$ cat src/rtl/uc_mod_param_if.sv
// uc_mod_param_if -- control/status bundle for the modulo-N universal counter.
//   master : drives load, up_down, en, sat, ovf_clr, data; observes q, tc, at_max, at_min, ovf
//   slave  : the counter itself (mirror of master)
// clk/clr are kept as plain ports on the counter, outside this bundle.
interface uc_mod_param_if #(
   parameter int WIDTH = 4
);
   logic             load;
   logic             up_down;
   logic             en;
   logic             sat;
   logic             ovf_clr;
   logic [WIDTH-1:0] data;
   logic [WIDTH-1:0] q;
   logic             tc;
   logic             at_max;
   logic             at_min;
   logic             ovf;

   modport master (
      output load, up_down, en, sat, ovf_clr, data,
      input  q, tc, at_max, at_min, ovf
   );

   modport slave (
      input  load, up_down, en, sat, ovf_clr, data,
      output q, tc, at_max, at_min, ovf
   );
endinterface

$ cat src/rtl/uc_mod_param.sv
// uc_mod_param -- parametrised modulo-(MAX_VAL+1) up/down counter with
// per-cycle wrap/saturate mode, terminal-count pulse, min/max flags and a
// sticky overflow flag.
// Ports:
//   clk  : clock, rising edge
//   clr  : asynchronous active-high reset (q=0, tc=0, ovf=0, prescaler=0)
//   bus  : uc_mod_param_if.slave
//          in  load, up_down, en, sat, ovf_clr, data[WIDTH]
//          out q[WIDTH] (reg), tc (reg), ovf (reg), at_max/at_min (comb from q)
// Optional feature: define UCM_PRESCALE_EN to divide the count enable by
// PRESCALE (a step is taken on every PRESCALE-th en cycle).
module uc_mod_param #(
   parameter int WIDTH    = 4,
   parameter int MAX_VAL  = 9,
   parameter int PRESCALE = 4
) (
   input logic           clk,
   input logic           clr,
   uc_mod_param_if.slave bus
);
   localparam logic [WIDTH-1:0] MAX = WIDTH'(MAX_VAL);

   logic [WIDTH-1:0] q, q_nxt;
   logic             tc, tc_nxt;
   logic             ovf, ovf_nxt;
   logic             step;
   logic             boundary;

`ifdef UCM_PRESCALE_EN
   localparam int            PW    = (PRESCALE > 1) ? $clog2(PRESCALE) : 1;
   localparam logic [PW-1:0] PLAST = PW'(PRESCALE - 1);

   logic [PW-1:0] pre;

   // Step only on the en cycle that closes the prescale window.
   assign step = bus.en && !bus.load && (pre == PLAST);

   always_ff @(posedge clk or posedge clr) begin
      if (clr)
         pre <= '0;
      else if (bus.load)
         pre <= '0;
      else if (bus.en)
         pre <= (pre == PLAST) ? '0 : pre + 1'b1;
   end
`else
   assign step = bus.en && !bus.load;
`endif

   always_comb begin
      q_nxt    = q;
      tc_nxt   = 1'b0;
      boundary = 1'b0;
      // Clear first so a boundary event on the same edge overrides it.
      ovf_nxt  = bus.ovf_clr ? 1'b0 : ovf;
      if (bus.load) begin
         q_nxt = (bus.data > MAX) ? MAX : bus.data;
      end else if (step) begin
         if (bus.up_down) begin
            if (q < MAX) begin
               q_nxt = q + 1'b1;
            end else begin
               boundary = 1'b1;
               if (!bus.sat) begin
                  q_nxt  = '0;
                  tc_nxt = 1'b1;
               end
            end
         end else begin
            if (q != '0) begin
               q_nxt = q - 1'b1;
            end else begin
               boundary = 1'b1;
               if (!bus.sat) begin
                  q_nxt  = MAX;
                  tc_nxt = 1'b1;
               end
            end
         end
      end
      if (boundary)
         ovf_nxt = 1'b1;
   end

   always_ff @(posedge clk or posedge clr) begin
      if (clr) begin
         q   <= '0;
         tc  <= 1'b0;
         ovf <= 1'b0;
      end else begin
         q   <= q_nxt;
         tc  <= tc_nxt;
         ovf <= ovf_nxt;
      end
   end

   assign bus.q      = q;
   assign bus.tc     = tc;
   assign bus.ovf    = ovf;
   assign bus.at_max = (q == MAX);
   assign bus.at_min = (q == '0);
endmodule

$ cat src/flat_wrapper.sv
// flat-port wrapper written by rule: the top's interface ports become plain ports
module uc_mod_param_flat 
#(
   parameter int WIDTH    = 4,
   parameter int MAX_VAL  = 9,
   parameter int PRESCALE = 4
)
  (clk, clr, bus_load, bus_up_down, bus_en, bus_sat, bus_ovf_clr, bus_data, bus_q, bus_tc, bus_at_max, bus_at_min, bus_ovf);
  uc_mod_param_if #(.WIDTH(WIDTH)) bus_i ();
  input logic clk;
  input logic clr;
  input wire logic [$bits(bus_i.load)-1:0] bus_load;
  input wire logic [$bits(bus_i.up_down)-1:0] bus_up_down;
  input wire logic [$bits(bus_i.en)-1:0] bus_en;
  input wire logic [$bits(bus_i.sat)-1:0] bus_sat;
  input wire logic [$bits(bus_i.ovf_clr)-1:0] bus_ovf_clr;
  input wire logic [$bits(bus_i.data)-1:0] bus_data;
  output wire logic [$bits(bus_i.q)-1:0] bus_q;
  output wire logic [$bits(bus_i.tc)-1:0] bus_tc;
  output wire logic [$bits(bus_i.at_max)-1:0] bus_at_max;
  output wire logic [$bits(bus_i.at_min)-1:0] bus_at_min;
  output wire logic [$bits(bus_i.ovf)-1:0] bus_ovf;
  assign bus_i.load = bus_load;
  assign bus_i.up_down = bus_up_down;
  assign bus_i.en = bus_en;
  assign bus_i.sat = bus_sat;
  assign bus_i.ovf_clr = bus_ovf_clr;
  assign bus_i.data = bus_data;
  assign bus_q = bus_i.q;
  assign bus_tc = bus_i.tc;
  assign bus_at_max = bus_i.at_max;
  assign bus_at_min = bus_i.at_min;
  assign bus_ovf = bus_i.ovf;
  uc_mod_param #(.WIDTH(WIDTH), .MAX_VAL(MAX_VAL), .PRESCALE(PRESCALE)) u_core (.clk(clk), .clr(clr), .bus(bus_i));
endmodule
$ cat config.mk
export PLATFORM = sky130hd
export DESIGN_NAME = uc_mod_param_flat
export DESIGN_NICKNAME = d
export VERILOG_FILES = /design/src/rtl/uc_mod_param_if.sv /design/src/rtl/uc_mod_param.sv /design/src/flat_wrapper.sv
export SDC_FILE = /design/constraint.sdc
export NUM_CORES = 1
export LEC_CHECK = 0
export ABC_CLOCK_PERIOD_IN_PS = 1850
export CORE_AREA = 2 2 43 45
export DETAILED_ROUTE_END_ITERATION = 10
export DIE_AREA = 0 0 45 47
export GPL_TIMING_DRIVEN = 0
export PLACE_DENSITY = 0.7
export SYNTH_ARGS = -nofsm -noshare
export SYNTH_HDL_FRONTEND = slang
export SYNTH_SLANG_ARGS = --single-unit
$ cat constraint.sdc
create_clock -name clk -period 1.85 [get_ports clk]
set_clock_uncertainty 0.05 [all_clocks]
set_input_delay 0.2775 -clock clk [delete_from_list [all_inputs] [get_ports clk]]
set_output_delay 0.2775 -clock clk [all_outputs]
set_load 0.005 [all_outputs]
==> flow_summary.rst <==
.. list-table::
   :header-rows: 1

   * - Metric
     - Value
   * - Multi-input logic area
     - between 400 and 500 um2
   * - Clock insertion delay at the later pin of the skew report
     - about 0.24 ns
   * - Total of max-cap violations
     - 0
   * - Startpoint Class
     - register
   * - Largest delay share family, worst path
     - compound AO/OA/AOI/OAI gates
   * - Crit-path cells
     - clkbuf_8 > inv_4 > ha_4 > or3b_4 > o22a_2 > o211ai_1 > a221oi_1
   * - Total Nets Final
     - 125
   * - Setup tns final
     - 0 ns
   * - Type of the tightest min-delay check
     - primary input to async pin
   * - Top-level I/O count
     - 19
   * - Number of antenna violations at the first check in global routing
     - 0
   * - Top fanout value on the critical path
     - 5
   * - Cell with the largest stage delay on the worst path
     - or3b_4
   * - Largest area contributor in the netlist
     - dfrtp_1
   * - Width of the die
     - roughly 45 um
   * - Result of the run
     - completed
   * - Fillers
     - 152
   * - Sink Count
     - 6
   * - Upper clock frequency limit
     - 0.546 GHz
   * - Period utilisation layout
     - 0.990
   * - Worst-case clock buffer depth
     - 2
   * - Drt first pass iters
     - 4
   * - Power density over the cells
     - between 600 and 700 mW/mm2
   * - Clock-pin transition on the worst setup and hold timing paths
     - 0.05 ns
   * - Grt ovf
     - 0
   * - Num rows
     - 15
   * - Final Slew Violations
     - 0
   * - Final hold slack
     - around 0.20 ns
   * - Worst relative slew slack
     - 0.738
   * - Setup repair after global routing missed its margin
     - true
   * - Worst IR drop on VDD
     - between 0.3 and 0.4 mV
   * - ANT cells
     - 0
   * - Vias in the first global route
     - 678
   * - All-Layer GR Usage
     - 0.189
   * - Routed wire length per instance
     - approximately 14 um
   * - Hold-fix buffers, CTS
     - 0
   * - Crit-path max cell delay
     - just over 0.4 ns
   * - Fraction of layout instances using a drive strength above 1
     - 0.294
   * - Crit path DAT
     - roughly 1.9 ns
   * - Synthesized netlist net count
     - about 90
   * - Transition time of the tightest slew-check pin
     - between 0.3 and 0.4 ns
   * - Placer Congestion
     - 0.863
   * - Proportion of register bits with asynchronous set or reset after synthesis
     - 1.00
   * - Via/cell ratio
     - 5.68
   * - Count of distinct cell types in the synthesized netlist
     - 40
   * - Flip-flop and latch area
     - between 150 and 200 um2
   * - Standard cell core area
     - 0.00165 mm2
   * - Critical path endpoint category
     - register
   * - Final HPWL from detailed placement
     - ~1.1 mm
   * - Switching share of power
     - 0.341
   * - Post-synthesis cell count
     - between 70 and 80
   * - Global-route wire length before repair
     - a little under 3 mm
   * - CTS root buffer
     - clkbuf_4
   * - Starting utilization of the core area
     - 0.380
   * - Fraction of power consumed by the clock network
     - 0.181
   * - Top FF cell, synth
     - dfrtp_1
   * - Internal Power
     - ~0.43 mW
   * - Net load switching power
     - ~0.22 mW
   * - Drc violations
     - 0
   * - Clock period minus final worst setup slack
     - ~1.8 ns
   * - Yosys warns
     - 0
   * - Crit Path Class
     - register to register
   * - CTS HTree Levels
     - 1
   * - Top-area cell type share of the netlist area
     - 0.240
   * - Area of the die
     - 0.00212 mm2
   * - Leakage
     - between 0.4 and 0.5 nW
   * - Final Hold Fails
     - 0
   * - Largest cells by area after synthesis
     - dfrtp_1 (24%), ha_1 (6.0%), o21ai_0 (5.6%)
   * - DRT iter0 DRCs
     - 29
   * - Post-synth EDFFs
     - 0
   * - Setup-violating endpoint count in the final report
     - 0
   * - Buffers & Inverters on Critical Path
     - 2
   * - Sequential power share
     - 0.239
   * - Synth-to-Final Area Change
     - 58.1%
   * - CTS buffer count
     - 3
   * - Comb power frac
     - 0.580
   * - Total of flip-flops plus latches after synthesis
     - 6
   * - Post-synthesis area per instance
     - 8.04 um2
   * - Total number of vias
     - just over 700
   * - TritonCTS clock tree
     - built
   * - Required time at the worst-slack endpoint
     - about 1.9 ns
   * - Die outline height
     - 47 um
   * - Quantity of I/O buffers inserted on ports
     - 18
   * - Pin count of the biggest net entering global routing
     - 11
   * - Routed WL
     - between 1.5 and 2 mm
   * - Residual antenna-violating net count after detailed routing
     - 0
   * - Part of the Yosys area used for sequential elements
     - 0.240
   * - Total standard cell area after synthesis
     - ~630 um2
flip-flops by register name (all words and copies together), names as in the netlist:
signal / count
u_core.bus.q: 4
u_core.bus.ovf: 1
u_core.bus.tc: 1
placed cells by master, fill, tap and decap left out, types with 2 or more instances in the layout:
cell / netlist / routed
clkdlybuf4s50_1: 0 / 16
buf_4: 1 / 10
nand2_1: 6 / 6
o21ai_0: 7 / 6
dfrtp_1: 6 / 6
nor2_1: 5 / 5
inv_1: 7 / 5
a21oi_1: 4 / 3
nand2b_1: 3 / 3
clkbuf_4: 0 / 3
buf_6: 1 / 2
o21a_1: 2 / 2
nor2b_1: 3 / 2
ha_1: 3 / 2
dlygate4sd2_1: 0 / 2
cells in the mapped netlist (2+ instances only):
| master | n |
|---|---|
| o21ai_0 | 7 |
| o21a_1 | 2 |
| nand2b_1 | 3 |
| ha_1 | 3 |
| clkbuf_1 | 2 |
| dfrtp_1 | 6 |
| inv_1 | 7 |
| buf_2 | 2 |
| nor2b_1 | 3 |
| nor2_1 | 5 |
| nand2_1 | 6 |
| a21oi_1 | 4 |
final cells by class:
type / count / area share
tap: 17 / 0.0215
inverter: 7 / 0.0290
multi-input combinational: 59 / 0.460
timing repair buffer: 28 / 0.255
buffer: 6 / 0.0606
clock buffer: 3 / 0.0227
sequential: 6 / 0.152
what timing repair did:
action | CTS | global route
setup endpoints to repair | 6 | 3
pin swaps | 3 | 3
setup buffers | 9 | 1
gates resized for setup | 11 | 6
worst paths after layout:
path | start | cells after the start | to | slack (ns)
max | u_core.bus.q[0] | 7 | u_core.bus.q[2] | 0.02
max reg2reg | u_core.bus.q[0] | 7 | u_core.bus.q[2] | 0.02
min reg2reg | u_core.bus.ovf | 2 | u_core.bus.ovf | 0.48
max in group asynchronous | clr | 2 | u_core.bus.q[2] | 1.36
min in group clk | u_core.bus.ovf | 2 | u_core.bus.ovf | 0.48
min | clr | 2 | u_core.bus.q[0] | 0.20
kinds of logic (layout without fill, tap and decap cells):
family	count (synthesis)	after routing	share of synthesized area
mux	1	1	0.0160
compound gates	28	28	0.331
fa+ha+maj	3	3	0.0599
flops	6	6	0.240
simple gates	27	27	0.254
buf+inv	13	44	0.0998
layer usage:
metal,vias up,wire length (um),GRT usage
met5,-,0,0
met4,0,17,0.0706
met3,4,63,0.0231
met2,24,900,0.317
met1,341,767,0.249
li1,347,-,-
power groups by stage:
stage / Sequential [mW] / Clock (mW) / Combinational [mW]
CTS: 0.157 / 0.119 / 0.351
global route: 0.158 / 0.127 / 0.412
finish: 0.156 / 0.118 / 0.379
detailed placement: 0.162 / 0 / 0.276
global placement: 0.161 / 0 / 0.275
floorplan: 0.162 / 0 / 0.177
per-stage QoR:
step | setup slack, ns | area, um2 | power, mW | instances | utilization
5_1_grt | -0.0155 | 991 | 0.697 | 126 | 0.600
6_report | 0.0184 | 991 | 0.653 | 126 | 0.600
3_5_place_dp | -0.183 | 841 | 0.439 | 113 | 0.509
4_1_cts | 0.0166 | 963 | 0.626 | 125 | 0.583
3_3_place_gp | -0.178 | 841 | 0.436 | 113 | 0.509
2_1_floorplan | 0.00110 | 639 | 0.339 | 78 | -
(Power assumes the default switching activity.)
